$ cat config.mk
export PLATFORM = sky130hd
export DESIGN_NAME = store_unit
export DESIGN_NICKNAME = d
export VERILOG_FILES = /design/src/rtl/store_unit.sv
export SDC_FILE = /design/constraint.sdc
export NUM_CORES = 1
export LEC_CHECK = 0
export CORE_MARGIN = 5
export CORE_UTILIZATION = 45
export DETAILED_ROUTE_END_ITERATION = 12
export PLACE_DENSITY = 0.79
export SLEW_MARGIN = 20
export SYNTH_ARGS = -nofsm -noshare
export SYNTH_HDL_FRONTEND = slang
export SYNTH_SLANG_ARGS = --single-unit
$ cat constraint.sdc
create_clock -name clk -period 3.6 [get_ports clk]
set_input_delay 0.72 -clock clk [delete_from_list [all_inputs] [get_ports clk]]
set_output_delay 0.72 -clock clk [all_outputs]
set_load 0.05 [all_outputs]
$ cat src/rtl/store_unit.sv
// store_unit: store-side sequencer turning one store request into aligned write beats
module store_unit #(
  parameter bit SPLIT_MISALIGNED = 1'b1,
  parameter int XLEN = 32
) (
  input  logic            clk,
  input  logic            rst,
  input  logic            req_valid,
  output logic            req_ready,
  input  logic [1:0]      req_size,
  input  logic [XLEN-1:0] req_addr,
  input  logic [XLEN-1:0] req_wdata,
  output logic            mem_valid,
  input  logic            mem_ready,
  output logic [XLEN-1:0] mem_addr,
  output logic [XLEN-1:0] mem_wdata,
  output logic [3:0]      mem_wmask,
  output logic            done,
  output logic            err
);
  typedef enum logic [1:0] {IDLE, BEAT0, BEAT1, RESP} state_t;
  state_t state, state_n;
  logic [1:0] size_q;
  logic [XLEN-1:0] addr_q, wdata_q, base;
  logic err_q, accept, bad_in;
  logic [7:0] wide_in, wide_q;
  function automatic logic [7:0] wide_of(input logic [1:0] sz, input logic [1:0] off);
    return {4'b0000, sz == 2'b00 ? 4'b0001 : sz == 2'b01 ? 4'b0011 : 4'b1111} << off;
  endfunction
  assign wide_in = wide_of(req_size, req_addr[1:0]);
  assign wide_q  = wide_of(size_q, addr_q[1:0]);
  assign req_ready = state == IDLE && !rst;
  assign accept = req_valid && req_ready;
  assign bad_in = req_size == 2'b11 || (wide_in[7:4] != 4'b0000 && !SPLIT_MISALIGNED);
  assign base = {addr_q[XLEN-1:2], 2'b00};
  // state register and request capture; the error verdict is decided at accept time
  always_ff @(posedge clk) begin
    if (rst) begin
      state   <= IDLE;
      size_q  <= '0;
      addr_q  <= '0;
      wdata_q <= '0;
      err_q   <= 1'b0;
    end else begin
      state <= state_n;
      if (accept) begin
        size_q  <= req_size;
        addr_q  <= req_addr;
        wdata_q <= req_wdata;
        err_q   <= bad_in;
      end
    end
  end
  // next state: a second beat is only needed when the shifted mask spills past lane 3
  always_comb begin
    state_n = state;
    unique case (state)
      IDLE:    if (accept) state_n = bad_in ? RESP : BEAT0;
      BEAT0:   if (mem_ready) state_n = wide_q[7:4] != 4'b0000 ? BEAT1 : RESP;
      BEAT1:   if (mem_ready) state_n = RESP;
      default: state_n = IDLE;
    endcase
  end
  // beat outputs derive only from state and captured request, so they hold during stalls
  always_comb begin
    mem_valid = state == BEAT0 || state == BEAT1;
    mem_addr  = state == BEAT1 ? base + XLEN'(4) : base;
    mem_wdata = state == BEAT1 ? wdata_q >> (6'd32 - {1'b0, addr_q[1:0], 3'b000})
                               : wdata_q << {addr_q[1:0], 3'b000};
    mem_wmask = state == BEAT0 ? wide_q[3:0] : state == BEAT1 ? wide_q[7:4] : 4'b0000;
    done      = state == RESP && !err_q;
    err       = state == RESP && err_q;
  end
endmodule

==> flow_metrics.env, run 1 <==
export IMPL_post_dp_cell_area_um2=6330
export IMPL_clk_latency_ps=360
export IMPL_antenna_left=0
export IMPL_drt_iter0_markers=282
export IMPL_routabilityCongestion=0.905
export IMPL_async_reset_ff_share_pct=0
export IMPL_cts_root_buffer="clkbuf_8"
export IMPL_drive_gt1_share_pct=15.9
export IMPL_grt_max_degree=71
export IMPL_maxCapViolations=0
export IMPL_core_um2=9280
export IMPL_slew_headroom_pct=49.6
export IMPL_irDropWorstVdd_mv=0.332
export IMPL_max_stage_delay_ps=360
export IMPL_netlist_area_um2=4300
export IMPL_die_w_um=108
export IMPL_yosysUniqueCellTypes=42
export IMPL_dieArea_um2=11600
export IMPL_clkTransAtPathRegs_ps=70
export IMPL_wirelength_mm=14.3
export IMPL_drc=0
export IMPL_rsz0062_at_grt="no"
export IMPL_clock_skew_ps=4.71
export IMPL_ys_seq_elements=69
export IMPL_critPathSlowestCell="dfxtp_1"
export IMPL_grt_pass1_vias=4607
export IMPL_dp_cells=798
export IMPL_ys_warn_count=0
export IMPL_period_minus_slack_ps=3360
export IMPL_die_h_um=108
export IMPL_grt_pass1_wl_mm=23.1
export IMPL_syn_to_final_growth_pct=52.6
export IMPL_status="finished, final reports clean"
export IMPL_grt_overflow_total=0
export IMPL_avgSynthCellArea_um2=7.73
export IMPL_start_kind="flop"
export IMPL_hold_class="reg2reg"
export IMPL_period_share_pct=93.4
export IMPL_fmax_mhz=297
export IMPL_antenna_found_initial=1
export IMPL_clkSinkCount=69
export IMPL_globalRouteTotalUtil_pct=24.8
export IMPL_vias_per_cell=5.56
export IMPL_cts_hold_buf=0
export IMPL_setup_violations=0
export IMPL_hold_violations=0
export IMPL_critPathCaptureType="output pin"
export IMPL_numCtsBuffers=9
export IMPL_cts_tree="yes"
export IMPL_io_pins=142
export IMPL_criticalPathCategory="reg2out"
export IMPL_wl_per_cell_um=17.5
export IMPL_layoutNonFillerInstCount=816
export IMPL_num_rows=35
export IMPL_totalPowerFinal_uw=4580
export IMPL_synth_flop_cell="dfxtp_1"
export IMPL_crit_path_cell_trace="inv_1, ha_2, buf_4, nor3b_1, nor2_1, nor2_2, buf_4, o2bb2ai_1, buf_12"
export IMPL_powerDensity_nw_per_um2=699
export IMPL_p_leak_uw=0.00268
export IMPL_hpwl_mm=10.3
export IMPL_drt_first_pass_iters=5
export IMPL_tightest_slew_ps=753
export IMPL_worst_path_most_repeated_cell="buf_4"
export IMPL_arrival_ps=2640
export IMPL_synth_edf_count=0
export IMPL_ys_seq_area_share_pct=32.1
export IMPL_htreeDepth=3
export IMPL_cts_buffer_depth=2
export IMPL_timing_final_max_slew_violations=0
export IMPL_fin_setup_tns_ps=0
export IMPL_synth_cells=556
export IMPL_nNetsFinal=758
export IMPL_crit_fanout=20
export IMPL_port_buffers=139
export IMPL_start_util_pct=46.3
export IMPL_cp_required_ps=2880
export IMPL_num_vias=4541
export IMPL_finalInstanceArea_um2=6560
[Yosys cell counts, types with 9 or more instances]
master | instances | area (um2)
a22oi_1 | 15 | 113
clkbuf_1 | 28 | 105
xnor2_1 | 23 | 201
o2bb2ai_1 | 9 | 78.8
a21oi_1 | 14 | 70.1
nand4_1 | 9 | 56.3
a221o_1 | 16 | 160
nand2_1 | 157 | 589
nor2_1 | 30 | 113
dfxtp_1 | 69 | 1380
mux2i_1 | 16 | 160
nand3b_1 | 63 | 473
nand3_1 | 14 | 70.1
[final timing paths]
check	startpoint	endpoint	slack, ps	cells after the start
setup / recovery	state[0]$_SDFFE_PP0P_	mem_wdata[29]	240	9
hold / removal	err_q$_SDFFE_PP0P_	err_q$_SDFFE_PP0P_	470	2
setup reg to reg	state[0]$_SDFFE_PP0P_	addr_q[21]$_SDFFE_PP0P_	1570	7
hold reg to reg	err_q$_SDFFE_PP0P_	err_q$_SDFFE_PP0P_	470	2
[layout make-up]
cell class,instances,area [um2]
flip-flops and latches,69,1380
diodes,1,2.50
clock inverters,3,42.5
fillers,754,2730
repair buffers,155,2070
inverters,8,30.0
clock buffers,13,169
multi-input cells,438,2700
well taps,129,161
[what timing repair did]
action                                  4_1_cts  5_1_grt
resized for setup                             0        1
buffers inserted                              0        1
endpoints found under the setup margin        0       10
[sequential cells by signal (all words and copies together) (netlist names)]
signal / count
size_q: 2
wdata_q: 32
err_q: 1
state: 2
addr_q: 32
[placed cells by master, fill, tap and decap left out, drive strengths merged, types with 2 or more instances in the layout]
master / instances
and2: 2
o22ai: 2
mux2: 7
mux2i: 16
o2bb2ai: 9
xor2: 6
a22o: 2
nand4: 11
o31ai: 4
nor3: 2
inv: 7
o21bai: 6
a22oi: 15
dfxtp: 69
a31oi: 2
nand3b: 63
clkinv: 2
a221o: 16
xnor2: 23
conb: 2
ha: 7
clkbuf: 13
nor4: 2
o21ai: 7
or3: 4
clkdlybuf4s50: 78
nand2: 157
buf: 77
a21oi: 14
and3: 4
nand3: 14
nor2b: 3
nor2: 32
[where the power goes]
part	switching, uW	internal, uW	total [uW]	leakage (uW)
sequential	240	934	1170	0.000568
combinational	1560	1170	2730	0.00201
clock	303	376	679	0.000106
total	2100	2480	4580	0.00268
[worst max-delay path: cells and delay by family, from the launching register on]
kind,cells,cell delay (ps)
DFF,1,360
adders and majority gates,1,300
AOI/OAI and AO/OA,1,230
and+or+nand+nor,3,590
buffers and inverters,4,800
[routing by layer]
metal / up-vias / share of wire (%) / GRT usage [%]
li1: 2173 / - / -
met1: 2152 / 41 / 30.7
met2: 183 / 50 / 41.7
met3: 33 / 6.2 / 6.24
met4: 0 / 2.5 / 8.84
met5: - / 0 / 0
[logic make-up (layout without fill, tap and decap cells)]
kind of cell,Yosys count,count (layout),synth area share [%]
muxes,23,23,5.56
adders and majority gates,7,7,2.04
DFF,69,69,32.1
xor gates and xnor gates,29,29,5.91
other,1,3,0.0873
and+or+nand+nor,298,298,35.4
AOI/OAI and AO/OA,79,79,13.8
buffers and inverters,50,179,5.13
[stage by stage]
step                hold slack (ps)  util [%]  worst slack [ps]
finish                          473      70.6               238
global route                    529      70.6              98.7
CTS                             476      70.5               131
detailed placement              466      68.2               557
global placement                454      68.2               687
floorplan                       445         -               256
(Power assumes the default switching activity.)
==> inputs of run 2 (changes only) <==
--- a/config.mk
+++ b/config.mk
@@ -8,7 +8,7 @@
 export CORE_MARGIN = 5
 export CORE_UTILIZATION = 45
 export DETAILED_ROUTE_END_ITERATION = 12
-export PLACE_DENSITY = 0.79
+export PLACE_DENSITY = 0.75
 export SLEW_MARGIN = 20
 export SYNTH_ARGS = -nofsm -noshare
 export SYNTH_HDL_FRONTEND = slang
==> run 2 against run 1 <==
  * Total power decreased by 2.4%
  * Critical path type unchanged
  * Combinational power about the same
  * Flip-flop and latch count unchanged
  * Clock power decreased by 18%
  * Fmax increased by 0.30%
==> flow_metrics.env, run 2 (same netlist as run 1, synthesis figures left out) <==
export IMPL_status="finished, final reports clean"
export IMPL_reg_largest_list="addr_q (32), wdata_q (32)"
export IMPL_cts_buffer_depth=2
export IMPL_clk_latency_ps=340
export IMPL_slew_headroom_pct=46.2
export IMPL_antenna_left=0
export IMPL_htreeDepth=3
export IMPL_crit_fanout=13
export IMPL_maxCapViolations=0
export IMPL_fin_setup_tns_ps=0
export IMPL_critPathCaptureType="output pin"
export IMPL_clockPowerShare_pct=12.5
export IMPL_drt_iter0_markers=410
export IMPL_cts_setup_buffers=0
export IMPL_reg2reg_from="state[0]$_SDFFE_PP0P_"
export IMPL_setup_violations=0
export IMPL_nNetsFinal=756
export IMPL_start_kind="flop"
export IMPL_met2_usage_pct=38.8
export IMPL_clock_skew_ps=8.98
export IMPL_cts_root_buffer="clkbuf_8"
export IMPL_grt_pass1_wl_mm=22.3
export IMPL_core_um2=9280
export IMPL_arrival_ps=2630
export IMPL_num_antenna_cells=0
export IMPL_port_buffers=139
export IMPL_layout_common_cells="nand2_1, clkdlybuf4s50_1, dfxtp_1"
export IMPL_numCtsBuffers=9
export IMPL_hold_class="reg2reg"
export IMPL_wirelength_mm=14.0
export IMPL_timing_final_max_slew_violations=0
export IMPL_irDropWorstVdd_mv=0.328
export IMPL_grt_max_degree=71
export IMPL_grt_most_used_layer="met2"
export IMPL_drive_gt1_share_pct=15.6
export IMPL_clkTransAtPathRegs_ps=80
export IMPL_max_stage_delay_ps=590
export IMPL_grt_overflow_total=0
export IMPL_die_w_um=108
export IMPL_grt_pass1_vias=4357
export IMPL_grtUsageMet1_pct=31.1
export IMPL_worstSetupStartpoint="state[0]$_SDFFE_PP0P_"
export IMPL_gr_usage_met3_pct=4.74
export IMPL_antenna_found_initial=0
export IMPL_die_h_um=108
export IMPL_dieArea_um2=11600
export IMPL_layout_commonest_cell="nand2_1"
export IMPL_cell_internal_pwr_uw=2370
export IMPL_fin_util_pct=70.3
export IMPL_cp_required_ps=2880
export IMPL_period_minus_slack_ps=3350
export IMPL_clkSinkCount=69
export IMPL_num_rows=35
export IMPL_tightest_slew_ps=804
export IMPL_p_leak_uw=0.00266
export IMPL_start_util_pct=46.3
export IMPL_worstHoldStart="err_q$_SDFFE_PP0P_"
export IMPL_syn_to_final_growth_pct=51.8
export IMPL_crit_buf_inv=2
export IMPL_p_seq_share_pct=26.1
export IMPL_drt_first_pass_iters=5
export IMPL_critPathSlowestCell="nor4_4"
export IMPL_io_pins=142
export IMPL_powerDensity_nw_per_um2=685
export IMPL_cts_tree="yes"
export IMPL_p_comb_share_pct=61.4
export IMPL_criticalPathCategory="reg2out"
export IMPL_drc=0
export IMPL_routabilityCongestion=0.892
export IMPL_period_share_pct=93.1
export IMPL_wl_per_cell_um=17.2
export IMPL_switching_share_pct=47.0
export IMPL_globalRouteTotalUtil_pct=23.8
export IMPL_crit_path_cell_trace="inv_1, ha_2, nand3_1, nor4_4, nand4_1, xnor2_1, buf_12"
export IMPL_hold_violations=0
export IMPL_cp_top_family="simple AND/OR/NAND/NOR gates"
export IMPL_fmax_mhz=298
export IMPL_hpwl_mm=10.3
export IMPL_vias_per_cell=5.57
export IMPL_power_switching_uw=2100
export IMPL_num_vias=4527
export IMPL_r2r_setup_slack_ps=1600
export IMPL_rsz0062_at_grt="no"
[run 2: cell count changes in the layout (fill, tap and decap cells not counted)]
cell,delta
bufinv_16,-1
clkbuf_8,-3
clkinv_2,+2
clkinv_4,+2
diode_2,-1
buf_12,+2
buf_4,-4
[run 2: stage by stage]
step           worst slack [ps]  cell area [um2]  hold slack, ps  std cells  total power, uW
2_1_floorplan               256             4300             445        557             2680
3_3_place_gp                578             6350             454        797             3870
3_5_place_dp                470             6350             467        797             3920
4_1_cts                    56.1             6520             478        813             4480
5_1_grt                    42.2             6520             511        813             4680
6_report                    248             6520             472        813             4470
[run 2: worst register-to-register path, cell delays in order, from the launching register on]
cell,delay (ps)
dfxtp_1,360
inv_1,100
ha_1,250
nor2b_1,200
and2_2,520
buf_12,310
nand2_1,90
o31ai_1,70
[run 2: path summary, 6_finish.rpt]
path | end | cells past startpoint
hold / removal | err_q$_SDFFE_PP0P_ | 2
hold reg to reg | err_q$_SDFFE_PP0P_ | 2
setup / recovery | mem_addr[26] | 7
setup reg to reg | size_q[1]$_SDFFE_PP0P_ | 7
[run 2: routing by layer]
metal / up-vias / wire [um]
met2: 181 / 6730
met4: 0 / 333
li1: 2166 / -
met3: 30 / 943
met1: 2150 / 5970
met5: - / 0
[run 2: final cells by class]
| type | instances | area, um2 |
|---|---|---|
| clock inverter | 6 | 40.0 |
| clock buffer | 10 | 128 |
| timing repair buffer | 153 | 2080 |
| sequential | 69 | 1380 |
| multi-input combinational | 438 | 2700 |
| inverter | 8 | 30.0 |
| tap | 129 | 161 |
| fill | 766 | 2760 |
[run 2: repair_timing]
item / CTS / global route
resized for setup: 0 / 1
hold buffers: 0 / 0
setup endpoints to repair: 0 / 14
[run 2: power groups by stage]
stage	sequential, uW	clock, uW	combinational, uW
3_3_place_gp	1160	0	2710
4_1_cts	1160	573	2750
2_1_floorplan	1100	0	1580
6_report	1160	560	2750
5_1_grt	1190	607	2880
3_5_place_dp	1170	0	2740
==> inputs of run 3 (changes only) <==
--- a/config.mk
+++ b/config.mk
@@ -5,10 +5,11 @@
 export SDC_FILE = /design/constraint.sdc
 export NUM_CORES = 1
 export LEC_CHECK = 0
+export ABC_AREA = 1
 export CORE_MARGIN = 5
 export CORE_UTILIZATION = 45
 export DETAILED_ROUTE_END_ITERATION = 12
-export PLACE_DENSITY = 0.75
+export PLACE_DENSITY = 0.74
 export SLEW_MARGIN = 20
 export SYNTH_ARGS = -nofsm -noshare
 export SYNTH_HDL_FRONTEND = slang
==> run 3 against run 2 <==
  * Worst hold slack better by 3.1 ps
  * Critical path type unchanged
  * Largest power group unchanged
  * Flip-flop and latch count unchanged
  * Cell area down 0.15%
  * Register-to-register slack worse by 120 ps
  * Critical endpoint is now mem_addr[21]
==> flow_metrics.env, run 3 <==
export IMPL_status="finished, final reports clean"
export IMPL_layout_common_cells="nand2_1, clkdlybuf4s50_1, inv_1"
export IMPL_grt_pass1_wl_mm=22.5
export IMPL_critPathSlowestCell="clkdlybuf4s50_1"
export IMPL_avgSynthCellArea_um2=6.73
export IMPL_layout_commonest_cell="nand2_1"
export IMPL_numCtsBuffers=9
export IMPL_reg_largest_list="addr_q (32), wdata_q (32)"
export IMPL_power_switching_uw=1990
export IMPL_synth_most_common_cell="nand2_1"
export IMPL_p_comb_share_pct=56.6
export IMPL_io_pins=142
export IMPL_critPathCaptureType="output pin"
export IMPL_setup_violations=0
export IMPL_vias_per_cell=5.25
export IMPL_p_leak_uw=0.00279
export IMPL_netlist_area_um2=4500
export IMPL_antenna_left=0
export IMPL_yosys_area_top_type="dfxtp_1"
export IMPL_powerDensity_nw_per_um2=655
export IMPL_clk_latency_ps=330
export IMPL_num_antenna_cells=0
export IMPL_fin_ws_ps=222
export IMPL_arrival_ps=2660
export IMPL_synth_cells=669
export IMPL_worstSetupStartpoint="state[0]$_SDFFE_PP0P_"
export IMPL_core_um2=9770
export IMPL_cell_internal_pwr_uw=2270
export IMPL_ys_seq_elements=69
export IMPL_cp_required_ps=2880
export IMPL_cts_hold_buf=0
export IMPL_wl_per_cell_um=14.9
export IMPL_die_w_um=110
export IMPL_reg2reg_from="state[0]$_SDFFE_PP0P_"
export IMPL_antenna_found_initial=0
export IMPL_globalRouteTotalUtil_pct=23.2
export IMPL_cts_tree="yes"
export IMPL_crit_path_cell_trace="inv_1, ha_1, nand2_2, nor2_8, nand3_2, nor2_4, nand2_2, xor2_1, clkdlybuf4s50_1"
export IMPL_hold_violations=0
export IMPL_cts_resized=0
export IMPL_worstHoldStart="wdata_q[26]$_SDFFE_PP0P_"
export IMPL_tightest_slew_ps=676
export IMPL_clockPowerShare_pct=18.4
export IMPL_dieArea_um2=12100
export IMPL_clock_skew_ps=10.6
export IMPL_cts_setup_buffers=0
export IMPL_cts_buffer_depth=2
export IMPL_cp_top_family="buffers and inverters"
export IMPL_p_seq_share_pct=25.1
export IMPL_multi_input_area_um2=2610
export IMPL_wirelength_mm=13.8
export IMPL_drt_first_pass_iters=5
export IMPL_worst_path_most_repeated_cell="nand2_2"
export IMPL_cts_root_buffer="clkbuf_8"
export IMPL_maxCapViolations=0
export IMPL_yosysUniqueCellTypes=37
export IMPL_hpwl_mm=10.7
export IMPL_num_vias=4882
export IMPL_max_stage_delay_ps=850
export IMPL_die_h_um=110
export IMPL_grt_pass1_vias=4771
export IMPL_port_buffers=139
export IMPL_crit_fanout=5
export IMPL_drive_gt1_share_pct=13.3
export IMPL_ys_warn_count=0
export IMPL_n_fill_cell=868
export IMPL_crit_buf_inv=2
export IMPL_routabilityCongestion=0.941
export IMPL_whs_ps=475
export IMPL_hold_class="reg2reg"
export IMPL_slew_headroom_pct=54.9
export IMPL_switching_share_pct=46.7
export IMPL_period_share_pct=93.8
export IMPL_criticalPathCategory="reg2out"
export IMPL_start_kind="flop"
export IMPL_irDropWorstVdd_mv=0.369
export IMPL_rsz0062_at_grt="no"
export IMPL_ys_seq_area_share_pct=30.7
export IMPL_drc=0
export IMPL_nNetsFinal=869
export IMPL_grt_overflow_total=0
export IMPL_fmax_mhz=296
export IMPL_clkTransAtPathRegs_ps=80
export IMPL_clkSinkCount=69
export IMPL_syn_to_final_growth_pct=44.7
export IMPL_synth_flop_cell="dfxtp_1"
export IMPL_timing_final_max_slew_violations=0
export IMPL_netlist_top_cells_count="nand2_1, inv_1, o21ai_0"
export IMPL_synth_edf_count=0
export IMPL_num_rows=36
export IMPL_drt_iter0_markers=264
export IMPL_grt_max_degree=60
export IMPL_synthTopCellsByArea="dfxtp_1, nand2_1, o21ai_0"
export IMPL_regArea_um2=1380
export IMPL_fin_setup_tns_ps=0
export IMPL_synth_top_area_share_pct=30.7
export IMPL_async_reset_ff_share_pct=0
export IMPL_period_minus_slack_ps=3380
export IMPL_place_ws_ps=586
export IMPL_start_util_pct=46.0
export IMPL_htreeDepth=3
==> run 3: changes by cell type in the layout (fill, tap and decap cells not counted), sizes merged, moves of 21 or more <==
cell | before | now
nand3 | 14 | 52
a21oi | 14 | 60
xnor2 | 23 | 0
clkdlybuf4s50 | 78 | 104
inv | 7 | 86
nand2 | 157 | 178
buf | 75 | 44
nand3b | 63 | 0
o21ai | 7 | 76
==> run 3: cell families after synthesis <==
group	synth area share [%]
AND/OR/NAND/NOR	28.9
XOR/XNOR	3.89
other	0.0833
buffers and inverters	11.5
AO/OA/AOI/OAI	23.0
adder cells (fa/ha/maj)	1.95
flip-flops	30.7
==> run 3: path summary, 6_finish.rpt <==
check | to | slack (ps) | cells past startpoint
max | mem_addr[21] | 220 | 9
min | wdata_q[26]$_SDFFE_PP0P_ | 470 | 2
max reg2reg | wdata_q[28]$_SDFFE_PP0P_ | 1480 | 9
min reg2reg | wdata_q[26]$_SDFFE_PP0P_ | 470 | 2
==> run 3: area by class of cell <==
type | instances | area share, %
inverters | 86 | 4.96
flip-flops and latches | 69 | 21.2
clock buffers | 9 | 1.90
well taps | 133 | 2.56
multi-input cells | 478 | 40.1
repair buffers | 148 | 27.4
clock inverters | 7 | 1.84
==> run 3: power by group through the flow <==
stage                     clock, uW  sequential, uW  combinational [uW]
after global routing            824            1090                2570
after floorplan                   0            1040                1520
final                           783            1070                2410
after global placement            0            1070                2380
after detailed placement          0            1080                2410
after CTS                       793            1060                2420
==> run 3: metal layers <==
| layer | up-vias | part of all wire, % | global-route usage [%] |
|---|---|---|---|
| li1 | 2450 | - | - |
| met1 | 2217 | 45 | 31.8 |
| met2 | 198 | 46 | 36.7 |
| met3 | 17 | 7.3 | 3.90 |
| met4 | 0 | 1.7 | 8.01 |
| met5 | - | 0 | 0 |
==> run 3: stage by stage <==
| step | cell area, um2 | power (uW) | util [%] | instances |
|---|---|---|---|---|
| 5_1_grt | 6510 | 4490 | 66.6 | 930 |
| 3_3_place_gp | 6270 | 3450 | 64.1 | 914 |
| 4_1_cts | 6510 | 4270 | 66.6 | 930 |
| 2_1_floorplan | 4500 | 2570 | - | 670 |
| 6_report | 6510 | 4260 | 66.6 | 930 |
| 3_5_place_dp | 6270 | 3490 | 64.1 | 914 |
==> run 3: worst register-to-register path, delay by kind of cell (launching register included) <==
kind,cells,cell delay (ps)
buffers and inverters,4,940
AND/OR/NAND/NOR,4,590
flip-flops,1,350
adder cells (fa/ha/maj),1,200
